$ cat src/rtl/instr_encoder.sv
// Instruction-word encoder feeding a 4-deep word FIFO. A word appears on out_valid one cycle after it is accepted.
// in_ready falls only when 4 words are buffered; rejected requests complete the handshake and never stall.

module instr_fifo #(
  parameter int W     = 32,
  parameter int DEPTH = 4,
  parameter int AW    = $clog2(DEPTH)
) (
  input  logic          clk,
  input  logic          reset,
  input  logic          push,
  input  logic [W-1:0]  push_dat,
  input  logic          pop,
  output logic [W-1:0]  pop_dat,
  output logic [AW:0]   count
);
  localparam logic [AW:0] FULL = (AW+1)'(DEPTH);

  logic [W-1:0]  mem [DEPTH];
  logic [AW-1:0] wr_ptr;
  logic [AW-1:0] rd_ptr;
  logic          do_push;
  logic          do_pop;

  assign do_push = push && (count != FULL);
  assign do_pop  = pop && (count != '0);
  assign pop_dat = (count != '0) ? mem[rd_ptr] : '0;

  always_ff @(posedge clk) begin
    if (reset) begin
      wr_ptr <= '0;
      rd_ptr <= '0;
      count  <= '0;
    end else begin
      if (do_push) wr_ptr <= wr_ptr + AW'(1);
      if (do_pop)  rd_ptr <= rd_ptr + AW'(1);
      case ({do_push, do_pop})
        2'b10:   count <= count + (AW+1)'(1);
        2'b01:   count <= count - (AW+1)'(1);
        default: count <= count;
      endcase
    end
  end

  // Storage needs no reset: stale entries are unreachable once the pointers clear.
  always_ff @(posedge clk) begin
    if (do_push) mem[wr_ptr] <= push_dat;
  end
endmodule

module instr_encoder (
  input  logic        clk,
  input  logic        reset,
  input  logic        in_valid,
  output logic        in_ready,
  input  logic [2:0]  in_fmt,
  input  logic [3:0]  in_op,
  input  logic [3:0]  in_alu,
  input  logic [2:0]  in_br,
  input  logic [3:0]  in_a,
  input  logic [3:0]  in_b,
  input  logic [3:0]  in_d,
  input  logic [31:0] in_const,
  input  logic        in_flag,
  output logic        out_valid,
  input  logic        out_ready,
  output logic [31:0] out_instr,
  output logic        err_pulse,
  output logic [7:0]  err_count,
  output logic [2:0]  level
);
  localparam logic [2:0] FMT_ARITH  = 3'd0;
  localparam logic [2:0] FMT_ARITHC = 3'd1;
  localparam logic [2:0] FMT_CONST  = 3'd2;
  localparam logic [2:0] FMT_BRANCH = 3'd3;
  localparam logic [2:0] FMT_JUMP   = 3'd4;
  localparam logic [2:0] FMT_RAW    = 3'd5;

  logic [31:0] enc_word;
  logic        enc_bad;
  logic        fits_s16;
  logic        fits_c16;
  logic        fits_u27;
  logic        fits_s27;
  logic        accept;
  logic        push;
  logic        reject;
  logic        pop;

  // Range tests: upper bits must be a pure sign extension (or zero for unsigned forms).
  assign fits_s16 = (&in_const[31:15]) || !(|in_const[31:15]);
  assign fits_c16 = !(|in_const[31:16]) || (&in_const[31:15]);
  assign fits_u27 = !(|in_const[31:27]);
  assign fits_s27 = (&in_const[31:26]) || !(|in_const[31:26]);

  always_comb begin
    enc_word = '0;
    enc_bad  = 1'b0;
    case (in_fmt)
      FMT_ARITH:  enc_word = {in_op, in_alu, 12'h000, in_a, in_b, in_d};
      FMT_ARITHC: begin
        enc_word = {in_op, in_alu, in_const[15:0], in_a, in_d};
        enc_bad  = !fits_s16;
      end
      FMT_CONST: begin
        enc_word = {in_op, in_const[15:0], 3'b000, in_flag, 4'h0, in_d};
        enc_bad  = !fits_c16;
      end
      FMT_BRANCH: begin
        enc_word = {in_op, in_const[15:0], in_a, in_b, in_br, in_flag};
        enc_bad  = !fits_s16;
      end
      FMT_JUMP: begin
        enc_word = {in_op, in_const[26:0], in_flag};
        enc_bad  = in_flag ? !fits_s27 : !fits_u27;
      end
      FMT_RAW:    enc_word = in_const;
      default:    enc_bad  = 1'b1;
    endcase
  end

  assign in_ready  = (level < 3'd4);
  assign accept    = in_valid && in_ready;
  assign push      = accept && !enc_bad;
  assign reject    = accept && enc_bad;
  assign out_valid = (level != 3'd0);
  assign pop       = out_valid && out_ready;

  instr_fifo #(.W(32), .DEPTH(4)) u_fifo (
    .clk      (clk),
    .reset    (reset),
    .push     (push),
    .push_dat (enc_word),
    .pop      (pop),
    .pop_dat  (out_instr),
    .count    (level)
  );

  always_ff @(posedge clk) begin
    if (reset) begin
      err_pulse <= 1'b0;
      err_count <= 8'd0;
    end else begin
      err_pulse <= reject;
      if (reject && (err_count != 8'hFF)) err_count <= err_count + 8'd1;
    end
  end
endmodule

$ cat config.mk
export PLATFORM = sky130hd
export DESIGN_NAME = instr_encoder
export DESIGN_NICKNAME = d
export VERILOG_FILES = /design/src/rtl/instr_encoder.sv
export SDC_FILE = /design/constraint.sdc
export NUM_CORES = 1
export LEC_CHECK = 0
export ABC_AREA = 1
export ABC_CLOCK_PERIOD_IN_PS = 5000
export CORE_MARGIN = 5
export CORE_UTILIZATION = 23
export CTS_CLUSTER_DIAMETER = 80
export CTS_CLUSTER_SIZE = 14
export DETAILED_ROUTE_END_ITERATION = 16
export PLACE_DENSITY = 0.37
export SYNTH_ARGS = -nofsm -noshare
export SYNTH_HDL_FRONTEND = slang
export SYNTH_HIERARCHICAL = 1
export SYNTH_SLANG_ARGS = --single-unit
export TNS_END_PERCENT = 50
$ cat constraint.sdc
create_clock -name clk -period 5 [get_ports clk]
set_clock_uncertainty 0.2 [all_clocks]
set_input_delay 1 -clock clk [delete_from_list [all_inputs] [get_ports clk]]
set_output_delay 1 -clock clk [all_outputs]
set_load 0.02 [all_outputs]
==> metrics.txt, run 1 <==
hold_sp u_fifo/rd_ptr[0]; Skew-Pair Late Insertion Delay 0.42 ns; multi-input logic area 2420 µm²; Antenna diodes 0; Initial Utilization 23.1%; TritonRoute pass-1 iters 5; Final HPWL DP 15.1 mm; Synth top area share 54.8%; met2 usage 21.0%; Post-CTS Hold Fix Bufs 0; Req. time, crit path 3.80 ns; global routing's busiest layer met2; Syn Nets 812; RSZ-0062 raised after global routing no; FF-to-FF Start u_fifo/count[2]; Compound-Gate Fraction of Synth Area 11.6%; synthesized instance count 742; main area contributors after synthesis edfxtp_1 (55%), nand2_1 (11%), nor2_1 (5.7%); CTS sink cnt 146; worst hold path type register to register; status complete, no violations; post-synthesis mux area share 0%; worst-path cell chain inv_1 -> nand3_2 -> clkinv_1 -> buf_4 -> a21oi_1 -> clkdlybuf4s50_1; final net count 916; area leader, netlist edfxtp_1; Resized Gates After CTS 0; Synth cell types 37; kind of capture point of the worst setup path output pin; Max clock buf depth 2; area delta synth->final 30.0%; Global Route met3 Usage 3.30%; Max IR drop VDD 0.000186 V; synthesized area per cell 9.45 µm²; CTS tree built; post-synthesis simple-gate area fraction 20.5%; pwr/cell area 371 nW/µm²; total gr overflow 0; Overall Power 3380 µW; final worst path period need 4.53 ns; post-synthesis sequential area ratio 59.9%; Slew headroom 37.6%; # IOs 109; GR Util All Layers 13.0%; Max Cap Viol 0; critical path type register to output pin; Synth warnings 6; worst r2r path cells 13; largest net degree at the start of global routing 65; clock root buffer clkbuf_16; startpoint types register; CP peak stage delay 0.70 ns; antenna viol nets, final 0; DRC 0; H-tree depth 4; antenna violations before repair 2; Initial DRC Count 350; r2r setup slk 1.99 ns; Tcrit/Tclk final 90.6%; FP Rows 64; vias in the first global route 5349; Mapped Area 7010 µm²; post-CTS setup repair buffer count 0; f_max 221 MHz; die area 34100 µm²; core footprint 30300 µm²; fraction of layout cells with a size suffix above 1 7.22%; Post-Route WL 21.9 mm; largest family of logic cells by synthesized area simple AND/OR/NAND/NOR gates; Post-Synth XOR/XNOR Area 0.749%; Reg clk slew, reported paths 0.07 ns; post-synthesis adder-cell area fraction 1.36%; hold path depth 2; Die H 185 µm; GR Layer Usage met1 17.2%; Slew @ Worst Pin 0.933 ns; Critical-path top delay cell clkinv_1; final-report hold violation count 0; Reg area 4210 µm²; first-pass GRT wire length 32.8 mm; fin. max-slew vios 0; CTS Buf Count 17; GPL Wtd Cong 0.772; Seq cells post-synth 146; IO buf count 108; TNS Setup 0 ns; Max FO, Critical Path 19; leak pwr 0.00338 µW; Vias 5351; endpoints failing setup 0; Layout fillers 3146; capture point of the worst reg-to-reg path u_fifo/count[2]; Final Hold Slack 0.293 ns; vias per inst 4.26; CP arrival 3.33 ns; wire per inst 17.4 µm; Die W 185 µm
## worst max-delay path, delay by kind of cell (launching register included)
family	cells	cell delay, ns
flops	1	0.46
simple gates	1	0.12
compound gates	1	0.31
buf+inv	4	2.01
## cells by family (layout without fill, tap and decap cells)
kind of cell               after synthesis  after routing
DFF                                    146            146
and+or+nand+nor                        349            349
buffers and inverters                   88            205
xor gates and xnor gates                 6              6
adders and majority gates                7              7
AOI/OAI and AO/OA                      146            146
## layout make-up
type	count	area share, %
multi-input cells	508	26.5
well taps	396	5.43
clock inverters	14	2.20
inverters	56	2.30
clock buffers	18	4.71
repair buffers	117	12.7
flip-flops and latches	146	46.1
## cell usage after synthesis (all sizes together)
master	instances
nand3	20
nand4	8
o2111ai	9
clkbuf	10
ha	6
nand2	206
o221ai	1
edfxtp	128
nor2	109
nand3b	1
a21oi	55
inv	56
o211ai	2
o22ai	6
o21ai	64
a21boi	1
a22oi	2
dfxtp	18
xnor2	1
a221oi	6
nor3	5
xor2	5
buf	22
fa	1
## sequential cells by signal, indices dropped and copies added (netlist names), named ones only
name	cells
err_count	8
u_fifo/count	3
err_pulse	1
u_fifo/rd_ptr	2
u_fifo/wr_ptr	2
u_fifo/mem	128
## power by group
part / internal (µW) / switching (µW) / total [µW]
registers: 1380 / 13.4 / 1400
clock network: 844 / 518 / 1360
logic: 227 / 394 / 621
total: 2450 / 925 / 3380
## placed cells by master (no fill, tap or decap), types with 5 or more instances in the layout
| cell type | n |
|---|---|
| o2111ai_1 | 9 |
| edfxtp_1 | 128 |
| o21ai_0 | 37 |
| clkbuf_16 | 17 |
| buf_4 | 8 |
| a21oi_1 | 55 |
| inv_1 | 52 |
| clkdlybuf4s50_1 | 108 |
| o22ai_1 | 6 |
| dfxtp_1 | 17 |
| nand2_1 | 203 |
| a221oi_1 | 6 |
| nor2_1 | 102 |
| xor2_1 | 5 |
| nand3_1 | 15 |
| nand4_1 | 8 |
| nor2_2 | 5 |
| ha_1 | 6 |
| o21ai_1 | 27 |
## layer usage
metal	routed length [µm]	share of wire (%)
met1	10200	47
met2	10200	47
met3	1070	4.9
met4	348	1.6
met5	19	0.087
## worst max path at each step
stage,slack (ns),end,startpoint
floorplan,0.86,u_fifo/mem[0][0],in_fmt[2]
global placement,0.78,u_fifo/mem[3][7],in_fmt[2]
detailed placement,0.67,u_fifo/mem[3][13],in_fmt[2]
CTS,0.45,out_instr[1],u_fifo/count[2]
global route,0.22,out_instr[1],u_fifo/count[2]
finish,0.47,out_instr[1],u_fifo/count[2]
## metrics by stage
| step | worst slack [ns] | instance area [µm²] | util [%] | cells |
|---|---|---|---|---|
| finish | 0.468 | 9120 | 30.1 | 1255 |
| global route | 0.221 | 9120 | 30.1 | 1255 |
| CTS | 0.451 | 9120 | 30.1 | 1255 |
| detailed placement | 0.675 | 8490 | 28.0 | 1223 |
| global placement | 0.776 | 8490 | 28.0 | 1223 |
| floorplan | 0.860 | 7010 | - | 742 |
Power figures use the tool's default switching activity.
==> inputs of run 2 (changes only) <==
--- a/config.mk
+++ b/config.mk
@@ -8,11 +8,11 @@
 export ABC_AREA = 1
 export ABC_CLOCK_PERIOD_IN_PS = 5000
 export CORE_MARGIN = 5
-export CORE_UTILIZATION = 23
+export CORE_UTILIZATION = 54
 export CTS_CLUSTER_DIAMETER = 80
 export CTS_CLUSTER_SIZE = 14
 export DETAILED_ROUTE_END_ITERATION = 16
-export PLACE_DENSITY = 0.37
+export PLACE_DENSITY = 0.76
 export SYNTH_ARGS = -nofsm -noshare
 export SYNTH_HDL_FRONTEND = slang
 export SYNTH_HIERARCHICAL = 1
==> metrics.txt, run 2 (synthesis results as in run 1) <==
Max Cap Viol 0 (unchanged); Initial DRC Count 681 (was 350); die area 15400 µm² (was 34100 µm²); sequential share of power 43.4% (was 41.3%); biggest regs u_fifo/mem: 128 flops, err_count: 8 flops, u_fifo/count: 3 flops (unchanged); net switching power 870 µW (was 925 µW); placed instance area 8190 µm² (was 8490 µm²); Antenna diodes 0 (unchanged); vias per inst 5.66 (was 4.26); Slew @ Worst Pin 0.890 ns (was 0.933 ns); f_max 252 MHz (was 221 MHz); most frequent cells in the layout nand2_1 (203), edfxtp_1 (128), clkdlybuf4s50_1 (108) (unchanged); critical path type register to output pin (unchanged); Placed Instances 999 (was 1223); CTS sink cnt 146 (unchanged); cell internal pwr 2350 µW (was 2450 µW); first-pass GRT wire length 29.2 mm (was 32.8 mm); switching share of total power 27.0% (was 27.4%); worst hold path type register to register (unchanged); GR Util All Layers 25.5% (was 13.0%); final net count 916 (unchanged); total gr overflow 0 (unchanged); pwr/cell area 367 nW/µm² (was 371 nW/µm²); CTS Buf Count 17 (unchanged); largest net degree at the start of global routing 65 (unchanged); endpoints failing setup 0 (unchanged); area delta synth->final 25.1% (was 30.0%); Reg clk slew, reported paths 0.06 ns (was 0.07 ns); Util after Layout 69.2% (was 30.1%); Final HPWL DP 12.4 mm (was 15.1 mm); clock root buffer clkbuf_16 (unchanged); Top reg by flops u_fifo/mem (unchanged); # IOs 109 (unchanged); Resized Gates After CTS 0 (unchanged); Die H 124 µm (was 185 µm); DRC 0 (unchanged); TritonRoute pass-1 iters 7 (was 5); Layout fillers 974 (was 3146); Post-CTS Hold Fix Bufs 0 (unchanged); Post-Route WL 18.6 mm (was 21.9 mm); Die W 124 µm (was 185 µm); leak pwr 0.00334 µW (was 0.00338 µW); post-CTS setup repair buffer count 0 (unchanged); Vias 5836 (was 5351); CTS tree built (unchanged); Non-Filler Cell Area, Final 8770 µm² (was 9120 µm²); antenna viol nets, final 0 (unchanged); Largest register FFs 128 (unchanged); final worst path period need 3.97 ns (was 4.53 ns); final-report hold violation count 0 (unchanged); fin. max-slew vios 0 (unchanged); Req. time, crit path 3.80 ns (about the same); antenna violations before repair 0 (was 2); Tcrit/Tclk final 79.3% (was 90.6%); Reg area 4210 µm² (unchanged); Clock power frac 38.1% (was 40.3%); Slew headroom 40.5% (was 37.6%); CP arrival 2.77 ns (was 3.33 ns); Post-Layout Cell Count 1031 (was 1255); startpoint types register (unchanged); multi-input logic area 2410 µm² (was 2420 µm²); TNS Setup 0 ns (unchanged); core footprint 12700 µm² (was 30300 µm²); Max clock buf depth 2 (unchanged); commonest non-fill, non-tap cell in the layout nand2_1 (unchanged); status complete, no violations (unchanged); H-tree depth 4 (unchanged); Final Hold Slack 0.303 ns (was 0.293 ns); IO buf count 108 (unchanged); Max IR drop VDD 0.000210 V (was 0.000186 V); Skew-Pair Late Insertion Delay 0.42 ns (about the same); GPL Wtd Cong 0.899 (was 0.772); Combinational Power Share 18.5% (was 18.4%); FP Rows 41 (was 64); Max FO, Critical Path 20 (was 19); fraction of layout cells with a size suffix above 1 7.22% (unchanged); kind of capture point of the worst setup path output pin (unchanged); vias in the first global route 5977 (was 5349); RSZ-0062 raised after global routing no (unchanged); wire per inst 18.0 µm (was 17.4 µm); Initial Utilization 55.3% (was 23.1%)
run 2: cell count changes in the layout (fill, tap and decap cells not counted):
cell	before	now
inv_1	52	53
clkinv_4	1	2
clkinv_2	2	3
nor2_4	2	1
clkinv_1	1	0
nor2_2	5	6
bufinv_16	4	2
inv_8	1	0
buf_4	8	9
inv_6	4	0
buf_12	1	0
clkbuf_8	0	1
clkinvlp_4	2	6
run 2: layout make-up:
class / instances / share of cell area, %
Sequential cell: 146 / 47.9
Multi-Input combinational cell: 508 / 27.5
Timing Repair Buffer: 117 / 13.1
Clock buffer: 19 / 5.05
Tap cell: 172 / 2.45
Inverter: 56 / 2.40
Clock inverter: 13 / 1.57
run 2: path summary, 6_finish.rpt:
check	cells after the start	start	end	slack, ns
hold reg to reg	2	u_fifo/rd_ptr[0]	u_fifo/rd_ptr[0]	0.30
hold / removal	2	u_fifo/rd_ptr[0]	u_fifo/rd_ptr[0]	0.30
setup reg to reg	12	u_fifo/count[2]	u_fifo/count[2]	2.43
setup / recovery	6	u_fifo/count[2]	out_instr[0]	1.03
run 2: per-stage QoR:
stage	setup slack, ns	power, µW
after global routing	0.858	3340
after floorplan	0.860	1750
final	1.03	3220
after CTS	1.01	3240
after global placement	0.937	2000
after detailed placement	0.780	2010
run 2: power groups by stage:
stage / clock network, µW / registers (µW) / logic [µW]
after floorplan: 0 / 1430 / 327
after global placement: 0 / 1420 / 579
after detailed placement: 0 / 1420 / 591
after CTS: 1240 / 1400 / 597
after global routing: 1290 / 1400 / 644
final: 1230 / 1400 / 597
run 2: metal layers:
layer	vias to the layer above	wire, µm	part of all wire, %	track usage (%)
met5	-	0	0	0
met4	0	759	4.1	15.1
met3	61	1340	7.2	6.49
met2	295	9460	51	43.6
met1	2751	7040	38	28.6
li1	2729	-	-	-
run 2: critical path, cell delays in order, from the launching register on:
cell and delay [ns]:
dfxtp_1 0.46, inv_1 0.12, nand3_2 0.11, inv_1 0.36, buf_4 0.37, a21oi_1 0.25
clkdlybuf4s50_1 0.66
